[src/rtl/stream_mux_rr.sv]
// stream_mux_rr: N-channel valid/ready stream multiplexer with a registered output.
// The output stream is fed from either a fixed, externally selected channel or
// a round-robin arbiter. Optional packet locking is enabled by the macro
// STREAM_MUX_PKT_LOCK_EN. Once a channel is granted, the grant stays with that
// channel until its in_last beat transfers.
//
// Handshake: a beat moves across an interface on a rising clock edge where
// valid and ready are both high. A producer holds valid and its data stable
// until that beat transfers. in_ready is combinational and never depends on
// the data of the requesting channel. out_valid/out_data/out_chan are registered.
module stream_mux_rr #(
    parameter int BITS      = 16,
    parameter int CHANNELS  = 4,
    localparam int SEL_W    = $clog2(CHANNELS)
) (
    input  logic                     clk,
    input  logic                     rst_n,
    input  logic [CHANNELS*BITS-1:0] in_data,
    input  logic [CHANNELS-1:0]      in_valid,
`ifdef STREAM_MUX_PKT_LOCK_EN
    input  logic [CHANNELS-1:0]      in_last,
`endif
    output logic [CHANNELS-1:0]      in_ready,
    input  logic                     mode,
    input  logic [SEL_W-1:0]         selection_line,
    output logic [BITS-1:0]          out_data,
    output logic                     out_valid,
    output logic [SEL_W-1:0]         out_chan,
`ifdef STREAM_MUX_PKT_LOCK_EN
    output logic                     out_last,
`endif
    input  logic                     out_ready
);

    logic             load;
    logic             accept;
    logic             ptr_adv;
    logic [SEL_W-1:0] rr_ptr;
    logic             fix_valid;
    logic [SEL_W-1:0] fix_grant;
    logic             rr_valid;
    logic [SEL_W-1:0] rr_grant;
    logic             grant_valid;
    logic [SEL_W-1:0] grant;
    logic [BITS-1:0]  grant_data;

`ifdef STREAM_MUX_PKT_LOCK_EN
    logic             lock_active;
    logic [SEL_W-1:0] lock_chan;
    logic             lock_rr;
    logic             grant_last;
`endif

    // The output register may take a new beat when it is empty or being popped.
    assign load   = !out_valid || out_ready;
    assign accept = load && grant_valid;

    // Fixed-mode candidate: an out-of-range select matches no channel.
    always_comb begin
        logic [SEL_W-1:0] idx;
        fix_valid = 1'b0;
        fix_grant = '0;
        idx       = '0;
        for (int i = 0; i < CHANNELS; i++) begin
            idx = SEL_W'(i);
            if (selection_line == idx && in_valid[idx]) begin
                fix_valid = 1'b1;
                fix_grant = idx;
            end
        end
    end

    // Round-robin candidate: first valid channel after the pointer, wrapping.
    always_comb begin
        logic [SEL_W-1:0] idx;
        rr_valid = 1'b0;
        rr_grant = '0;
        idx      = '0;
        for (int k = 1; k <= CHANNELS; k++) begin
            idx = SEL_W'((int'(rr_ptr) + k) % CHANNELS);
            if (!rr_valid && in_valid[idx]) begin
                rr_valid = 1'b1;
                rr_grant = idx;
            end
        end
    end

    // Final grant: a held packet lock overrides mode and select.
    always_comb begin
        grant_valid = 1'b0;
        grant       = '0;
`ifdef STREAM_MUX_PKT_LOCK_EN
        if (lock_active) begin
            grant       = lock_chan;
            grant_valid = in_valid[lock_chan];
        end else if (mode) begin
            grant       = rr_grant;
            grant_valid = rr_valid;
        end else begin
            grant       = fix_grant;
            grant_valid = fix_valid;
        end
`else
        if (mode) begin
            grant       = rr_grant;
            grant_valid = rr_valid;
        end else begin
            grant       = fix_grant;
            grant_valid = fix_valid;
        end
`endif
    end

    // Data steering and one-hot ready generation for the granted channel.
    always_comb begin
        grant_data = '0;
        in_ready   = '0;
        for (int i = 0; i < CHANNELS; i++) begin
            if (grant == SEL_W'(i)) begin
                grant_data  = in_data[i*BITS +: BITS];
                in_ready[i] = accept;
            end
        end
    end

`ifdef STREAM_MUX_PKT_LOCK_EN
    assign grant_last = in_last[grant];
    // The pointer moves only when a packet completes. It follows the mode that
    // was in force when the packet was first granted.
    assign ptr_adv = accept && grant_last && (lock_active ? lock_rr : mode);

    // Packet lock: taken on a non-last beat, released on the last beat.
    always_ff @(posedge clk or negedge rst_n) begin
        if (!rst_n) begin
            lock_active <= 1'b0;
            lock_chan   <= '0;
            lock_rr     <= 1'b0;
        end else if (accept) begin
            if (grant_last) begin
                lock_active <= 1'b0;
            end else if (!lock_active) begin
                lock_active <= 1'b1;
                lock_chan   <= grant;
                lock_rr     <= mode;
            end
        end
    end
`else
    assign ptr_adv = accept && mode;
`endif

    // Round-robin pointer. After reset it points at the last channel, so channel 0 wins first.
    always_ff @(posedge clk or negedge rst_n) begin
        if (!rst_n) begin
            rr_ptr <= SEL_W'(CHANNELS - 1);
        end else if (ptr_adv) begin
            rr_ptr <= grant;
        end
    end

    // Output register: replaced on accept, emptied when popped with no grant.
    always_ff @(posedge clk or negedge rst_n) begin
        if (!rst_n) begin
            out_valid <= 1'b0;
            out_data  <= '0;
            out_chan  <= '0;
`ifdef STREAM_MUX_PKT_LOCK_EN
            out_last  <= 1'b0;
`endif
        end else if (load) begin
            if (grant_valid) begin
                out_valid <= 1'b1;
                out_data  <= grant_data;
                out_chan  <= grant;
`ifdef STREAM_MUX_PKT_LOCK_EN
                out_last  <= grant_last;
`endif
            end else begin
                out_valid <= 1'b0;
            end
        end
    end

endmodule

[config.mk]
export PLATFORM = sky130hd
export DESIGN_NAME = stream_mux_rr
export DESIGN_NICKNAME = d
export VERILOG_FILES = /design/src/rtl/stream_mux_rr.sv
export SDC_FILE = /design/constraint.sdc
export NUM_CORES = 1
export LEC_CHECK = 0
export CORE_ASPECT_RATIO = 1.4
export CORE_UTILIZATION = 46
export DETAILED_ROUTE_END_ITERATION = 6
export GPL_TIMING_DRIVEN = 0
export PLACE_DENSITY = 0.87
export SETUP_SLACK_MARGIN = 0.15
export SYNTH_ARGS = -nofsm -noshare
export SYNTH_HDL_FRONTEND = slang
export SYNTH_SLANG_ARGS = --single-unit
export TNS_END_PERCENT = 5
[constraint.sdc]
create_clock -name clk -period 6.5 [get_ports clk]
set_input_delay 1.95 -clock clk [delete_from_list [all_inputs] [get_ports clk]]
set_output_delay 1.95 -clock clk [all_outputs]
set_load 0.005 [all_outputs]
=== Yosys cells after proc, flatten, opt, wreduce, memory -nomap -nowiden ===
Cells that the tools add are included.

* Word-level logic and storage cells: 69
* Register bits: 21
* Output and inout port bits: 23
* Input bits: 74

* Reduce and logical (&&, ||, !) cells: 17
* $add $sub $neg: 4
* Eq/ne operators: 6
* Magnitude comparators: 4
* Mux-type cells: 34

{| class="wikitable"
|+ Operators with widths
! cell !! number
|-
| two-way mux 16 bit || 4
|-
| two-way mux 1 bit || 19
|-
| two-way mux 2 bit || 7
|-
| < comparator 2 x 3 -> 1 bit (second input constant) || 4
|-
| logical AND 1 bit || 9
|-
| binary-select mux 1 bit (select 2 bit) || 4
|-
| equality test 2 bit (second input constant) || 4
|-
| adder 2 x 1 -> 2 bit (second input constant) || 2
|-
| adder 2 bit (second input constant) || 2
|-
| equality test 2 x 1 -> 1 bit (second input constant) || 2
|-
| logical NOT 1 bit || 4
|-
| logical NOT 2 bit || 2
|-
| AND reduction 2 bit || 1
|-
| logical OR 1 bit || 1
|}

=== Depth between registers and ports, before layout ===
Gate-level depths: netlist (run 1).

* Depth in word-level cells: 19
* Mapped depth: 8

=== Least setup slack after synthesis (run 1) ===
OpenSTA, ideal clock, no wires.

* Kind: input port to output port
* From: input port in_valid[1]
* To: output port in_ready[1]
* Data arrival time: 3.213 ns
* Required time: 4.550 ns
* Setup slack: 1.337 ns
* Buffers on the path: 3
* Stages: 8
* Cells stage by stage: buf_4 mux2i_1 o21a_1 a21o_1 buf_6 buf_6 and2_1 nor3_1

* Word-level cells in the longest chain between the ends: 15
* Elaborated cells on any way between the ends: 34
* Those cells by class: 1 x eq/ne; 25 x mux; 8 x reduce/logical

{| class="wikitable"
|+ Ends and longest elaborated chain
! item !! line !! RTL
|-
| start, declared || 19 || <nowiki>input logic [CHANNELS-1:0] in_valid,</nowiki>
|-
| binary-select mux 1 bit (select 2 bit) || 81 || <nowiki>if (!rr_valid && in_valid[idx]) begin</nowiki>
|-
| two-way mux 1 bit (not written as such) || 81 ||
|-
| two-way mux 1 bit || 81 ||
|-
| logical NOT 1 bit || 81 ||
|-
| logical AND 1 bit || 81 ||
|-
| two-way mux 1 bit || 81 ||
|-
| logical NOT 1 bit || 81 ||
|-
| logical AND 1 bit || 81 ||
|-
| two-way mux 1 bit || 81 ||
|-
| logical NOT 1 bit || 81 ||
|-
| logical AND 1 bit || 81 ||
|-
| two-way mux 2 bit or two-way mux 1 bit (tied branches) || 81 ||
|-
| two-way mux 2 bit or two-way mux 1 bit (tied branches) || 104 || <nowiki>if (mode) begin</nowiki>
|-
| equality test 2 x 1 -> 1 bit or logical AND 1 bit (tied branches) || 119, 56 ||
|-
| two-way mux 1 bit * || 119 || <nowiki>if (grant == SEL_W'(i)) begin</nowiki>
|-
| end, declared || 23 || <nowiki>output logic [CHANNELS-1:0] in_ready,</nowiki>
|}

Mark *: on every way between the ends. The rest lies on a longest branch, timed or not. The select of a mux whose other input is x is not followed.

=== Final worst setup path (run 1) ===
* From: input port selection_line[1]
* To: output port in_ready[0]

* Word-level cells in the longest chain between the ends: 9
* Elaborated cells on any way between the ends: 20
* Those cells by class: 3 x eq/ne; 10 x mux; 7 x reduce/logical

{| class="wikitable"
|+ Ends and longest elaborated chain
! item !! line !! RTL
|-
| start, declared || 25 || <nowiki>input logic [SEL_W-1:0] selection_line,</nowiki>
|-
| logical NOT 2 bit || 66 || <nowiki>if (selection_line == idx && in_valid[idx]) begin</nowiki>
|-
| logical AND 1 bit || 66 ||
|-
| two-way mux 1 bit (4 in series) || 66 ||
|-
| two-way mux 1 bit || 104 ||
|-
| logical AND 1 bit || 56 || <nowiki>assign accept = load && grant_valid;</nowiki>
|-
| two-way mux 1 bit * || 119 ||
|}

Mark *: on every way between the ends. The rest lies on a longest branch, timed or not.

==> results of run 1 <==
[power breakdown]
part	switching [uW]	internal [uW]
Clock	43.5	43.7
Sequential	24.6	172
Combinational	199	205
Total	267	422
[kinds of logic (layout without fill, tap and decap cells)]
| logic type | Yosys count | after routing | synth area share, % |
|---|---|---|---|
| AOI/OAI and AO/OA | 98 | 98 | 40.26 |
| and+or+nand+nor | 76 | 76 | 17.89 |
| buffers and inverters | 66 | 163 | 16.14 |
| DFF | 21 | 21 | 23.90 |
| muxes | 4 | 4 | 1.812 |
[layer usage]
layer / GRT usage [%] / vias up
met4: 13.84 / 0
met1: 35.29 / 1219
met2: 49.25 / 127
li1: - / 1223
met3: 3.256 / 21
met5: 0 / -
[metrics by stage]
step           total power [uW]  util [%]  setup slack (ns)  hold WS (ns)  area (sq um)
3_3_place_gp              590.1     70.39            0.2364        0.4632          3218
2_1_floorplan             417.3         -             1.337        0.4726          2210
3_5_place_dp              597.1     70.39            0.2413        0.4709          3218
4_1_cts                   687.9     71.37            0.2110        0.4888          3263
5_1_grt                   734.5     71.48            0.1982        0.5084          3268
6_report                  689.0     71.48            0.3299        0.4828          3268
[final cells by class]
type	instances	area, sq um	share of cell area (%)
tap	62	77.57	2.374
timing repair buffer	93	935.9	28.64
clock buffer	4	45.04	1.378
multi-input combinational	178	1325	40.54
buffer	33	232.7	7.121
sequential	21	528.0	16.16
inverter	33	123.9	3.790
[critical path, stage by stage]
cell	delay (ns)
clkdlybuf4s50_1	0.53
mux2i_1	0.39
or2_1	0.19
buf_6	0.13
buf_2	0.20
nand2_1	0.09
nor3_1	0.21
clkdlybuf4s50_1	0.54
[worst max path at each step]
stage | endpoint | slack, ns
floorplan | in_ready[1] | 1.34
global placement | in_ready[1] | 0.24
detailed placement | in_ready[1] | 0.24
CTS | in_ready[1] | 0.21
global route | in_ready[0] | 0.20
finish | in_ready[0] | 0.33
[registers in the layout (all words and copies together), names as in the netlist]
register	flops
out_valid	1
out_chan	2
rr_ptr	2
out_data	16
[placed cells by master, fill, tap and decap left out, types with 5 or more instances in the layout]
| cell | netlist | layout |
|---|---|---|
| a2111oi_1 | 14 | 14 |
| a311oi_1 | 48 | 48 |
| clkbuf_1 | 4 | 5 |
| dfrtp_1 | 19 | 19 |
| inv_1 | 33 | 33 |
| clkdlybuf4s50_1 | 0 | 91 |
| buf_2 | 15 | 15 |
| buf_6 | 10 | 10 |
| nand2_1 | 39 | 39 |
| nor4_1 | 17 | 17 |
| o31ai_1 | 14 | 14 |
==> impl_metrics.toml, run 1 <==
[synth]
ys_ff_latch = 21
yosysWarnings = 0
syn_nets = 339
ys.flop_type = "dfrtp_1"
yosys.area.top_type = "dfrtp_1"
synthDistinctLibCells = 41
synth_cells = 265
seq_area_frac_synth_pct = 23.90
avgSynthCellArea_sq_um = 8.338
ys_top_cells_by_count = "a311oi_1 (48), nand2_1 (39), inv_1 (33), dfrtp_1 (19), nor4_1 (17)"
synth_top_area_share_pct = 21.52
synthTopCellsByArea = "dfrtp_1 (22%), a311oi_1 (19%), nand2_1 (6.6%)"
netlist_area_sq_um = 2210
synth-edff-count = 0
synthArstFlopShare_pct = 100.0
yosysMostFrequentCell = "a311oi_1"

[cts]
clock_sinks = 21
ctsHoldBuffers = 0
clk_pin_slew_worst_paths_ns = 0.08
post-cts-setup-buffers = 0
clock_latency_ns = 0.26
htreeDepth = 1
clk_path_buf_depth = 2
root_buffer = "clkbuf_8"
cts_tree = "built"
cts_resized = 0
cts_buffers = 3

[die]
die_x_microns = 60.58
die_area_sq_um = 5089
initial_utilization_pct = 48.33
die_height_microns = 84.01
core_sq_um = 4572
io_pins = 97
rows = 29

[final_layout]
drive_gt1_share_pct = 13.81
fin_cells = 424
area_growth_pct = 47.90
antennaDiodeCount = 0
layout.nets = 437
final.fill_count = 387

[drt]
drt-met1-wl_microns = 2939
vias = 2590
drc = 0
drtAntennaViolNets = 0
vias_per_cell = 6.108
detail_route.wl_per_cell_microns = 17.35
wl_met3_microns = 382
drt_iter0_drc = 157
highest_layer = "met4"
wl_met2_microns = 3664
drt-total-wl_microns = 7357
dr.pass1.iters = 5

[sta]
period_share_pct = 94.92
fin_setup_tns_ns = 0
slew_headroom_pct = 37.08
rsz0062_at_grt = "false"
setup-violations-final = 0
fmax_ghz = 0.1621
hold_viol = 0
period_minus_slack_ns = 6.170
worst_clock_skew_ns = 0.002783
finalMaxSlewViolations = 0
tightest_slew_ns = 0.9408

[worst_hold_path]
hold_path.class = "flip-flop to flip-flop"
hp-start = "out_data[1]"
hold_end = "out_data[1]"
holdPathStages = 2

[critical_path]
crit_fanout = 10
rr_startpoint = "rr_ptr[1]"
crit_path_start_kind = "primary input"
crit_arrival_ns = 4.22
required_ns = 4.55
rrSetupSlack_ns = 4.16
criticalPathCategory = "primary input to output pin"
rr_endpoint = "out_data[4]"
end_kind = "output pin"
reg2reg_depth = 7
crit_start = "selection_line[1]"

[job]
drv_cap = 0

[placement]
numPortBuffers = 93
routabilityCongestion = 1.016
dp_cells = 420
hpwl_microns = 5762

[global_routing]
grt_first_pass_wirelength_microns = 11510
grt_start_max_net_pins = 22
grt.total_usage_pct = 29.13
antenna_found_initial = 0
grt_pass1_vias = 2438
grt-ovfl-total = 0

[power_and_ir_drop]
cellPowerDensity_nw_per_um2 = 210.8
vdd_drop_max_uv = 141.8
leakagePower_uw = 0.001344

[run_status]
status = "finished clean"
Note: power is estimated with default switching activity, not from simulation.
==> run 2: changes to the inputs <==
- ABC_AREA: default -> 0
- CORE_UTILIZATION: 46 -> 45
- PLACE_DENSITY: 0.87 -> 0.85
- TNS_END_PERCENT: 5 -> default
==> run 2 against run 1 <==
  * Global-route usage up 0.98 points
  * Final area about the same
  * Sequential power about the same
  * Via count up 1.5%
  * Sequential share of layout area about the same
  * Flip-flop and latch count unchanged
  * Critical path depth down 1
  * Count of clock-buffer cells in the layout unchanged
  * Largest power group unchanged
==> impl_metrics.toml, run 2 (synthesis gave the netlist of run 1 again) <==
[run_status]
status = "finished clean"

[global_routing]
grt_first_pass_wirelength_microns = 11870
grt_start_max_net_pins = 22
use_met3_pct = 4.268
grt_use_met1_pct = 37.48
grt.total_usage_pct = 30.12
busiest_layer = "met2"
grt-ovfl-total = 0
grt_pass1_vias = 2482
grt_use_met2_pct = 48.12
antenna_found_initial = 0

[cts]
clk_path_buf_depth = 2
htreeDepth = 1
cts_tree = "built"
cts_buffers = 3
clk_pin_slew_worst_paths_ns = 0.08
ctsHoldBuffers = 0
root_buffer = "clkbuf_8"
post-cts-setup-buffers = 0
clock_sinks = 21
clock_latency_ns = 0.27

[final_layout]
largest_register = "out_data"
final_area_sq_um = 3266
area_growth_pct = 47.79
largest_reg_flops = 16
layout.nets = 437
drive_gt1_share_pct = 13.81
multiInputGateArea_sq_um = 1325
largest_registers = "out_data x16, out_chan x2, rr_ptr x2"
antennaDiodeCount = 0
final_cell_mix = "clkdlybuf4s50_1 (92), a311oi_1 (48), nand2_1 (39)"
final_common_cell = "clkdlybuf4s50_1"
final.fill_count = 387
regArea_sq_um = 528.0

[critical_path]
cp_num_buf_inv = 3
crit_arrival_ns = 4.27
cp_slowest_cell = "clkdlybuf4s50_1"
required_ns = 4.55
cp_top_family = "buffers and inverters"
crit_chain = "clkdlybuf4s50_1 > nand2b_4 > o21a_4 > a21bo_2 > clkbuf_1 > nor3_1 > clkdlybuf4s50_1"
criticalPathCategory = "primary input to output pin"
critical-path-max-stage-delay_ns = 0.60
crit_top_cell = "clkdlybuf4s50_1"
crit_fanout = 10
end_kind = "output pin"
crit_path_start_kind = "primary input"

[sta]
hold_ws_ns = 0.4868
fmax_ghz = 0.1609
finalMaxSlewViolations = 0
worst_clock_skew_ns = 0.003433
tightest_slew_ns = 1.002
setup-violations-final = 0
fin_setup_tns_ns = 0
rsz0062_at_grt = "false"
period_minus_slack_ns = 6.216
hold_viol = 0
fin_ws_ns = 0.2840
slew_headroom_pct = 33.00
period_share_pct = 95.63

[die]
die_area_sq_um = 5198
die_x_microns = 61.22
core_sq_um = 4608
die_height_microns = 84.91
initial_utilization_pct = 47.95
io_pins = 97
rows = 29

[job]
drv_cap = 0

[drt]
vias_per_cell = 6.198
drt_iter0_drc = 213
drtAntennaViolNets = 0
detail_route.wl_per_cell_microns = 17.75
dr.pass1.iters = 5
drc = 0
vias = 2628
drt-total-wl_microns = 7526

[power_and_ir_drop]
cellPowerDensity_nw_per_um2 = 211.9
power_uw = 692.0
leakagePower_uw = 0.001335
vdd_drop_max_uv = 157.1

[worst_hold_path]
hold_path.class = "flip-flop to flip-flop"

[placement]
numPortBuffers = 93
hpwl_microns = 5807
routabilityCongestion = 0.8707
dpl_worst_slack_ns = 0.1946
place_area_sq_um = 3218
## run 2: cell count changes in the layout (fill, tap and decap cells not counted), sizes merged
cell / previous run / this run
clkdlybuf4s50: 91 / 92
dlymetal6s2s: 2 / 1
## run 2: routing by layer
metal,up-vias,share of wire (%)
met5,-,0
met4,0,5.2
met3,34,6.7
met2,152,49
met1,1220,39
li1,1222,-
## run 2: worst paths after layout
path,start,end,slack [ns],depth (start not counted)
max,mode,in_ready[0],0.28,7
min,out_data[8],out_data[8],0.49,2
max reg2reg,rr_ptr[1],out_data[8],4.16,7
min reg2reg,out_data[8],out_data[8],0.49,2
max in group asynchronous,rst_n,out_data[15],3.67,1
min in group asynchronous,rst_n,out_data[12],2.23,1
## run 2: cell type report
type                       instances  area share (%)
clock buffer                       4           1.379
multi-input combinational        178           40.57
buffer                            33           7.126
tap                               62           2.375
timing repair buffer              93           28.58
inverter                          33           3.793
sequential                        21           16.17
## run 2: worst reg2reg max path: stages, from the launching register on
cell and delay [ns]:
dfstp_2 0.53, buf_6 0.13, mux2i_1 0.30, o21a_1 0.28
buf_2 0.25, a311oi_1 0.11, a311oi_1 0.46, o31ai_1 0.14
## run 2: repair_timing
item,in CTS,in global routing
setup endpoints to repair,0,4
gates resized for setup,0,1
hold endpoints to repair,0,0
## run 2: through the flow
| stage | std cells | utilization (%) |
|---|---|---|
| floorplan | 265 | - |
| CTS | 424 | 70.81 |
| finish | 424 | 70.87 |
| global placement | 420 | 69.83 |
| global route | 424 | 70.87 |
| detailed placement | 420 | 69.83 |
## run 2: where the power goes
| part | internal, uW | leakage, uW | switching (uW) | total, uW |
|---|---|---|---|---|
| combinational | 206 | 0.00106 | 201 | 406 |
| sequential | 172 | 0.000251 | 23.5 | 196 |
| clock | 43.9 | 0.0000228 | 46.0 | 89.8 |
| total | 422 | 0.00134 | 270 | 692 |
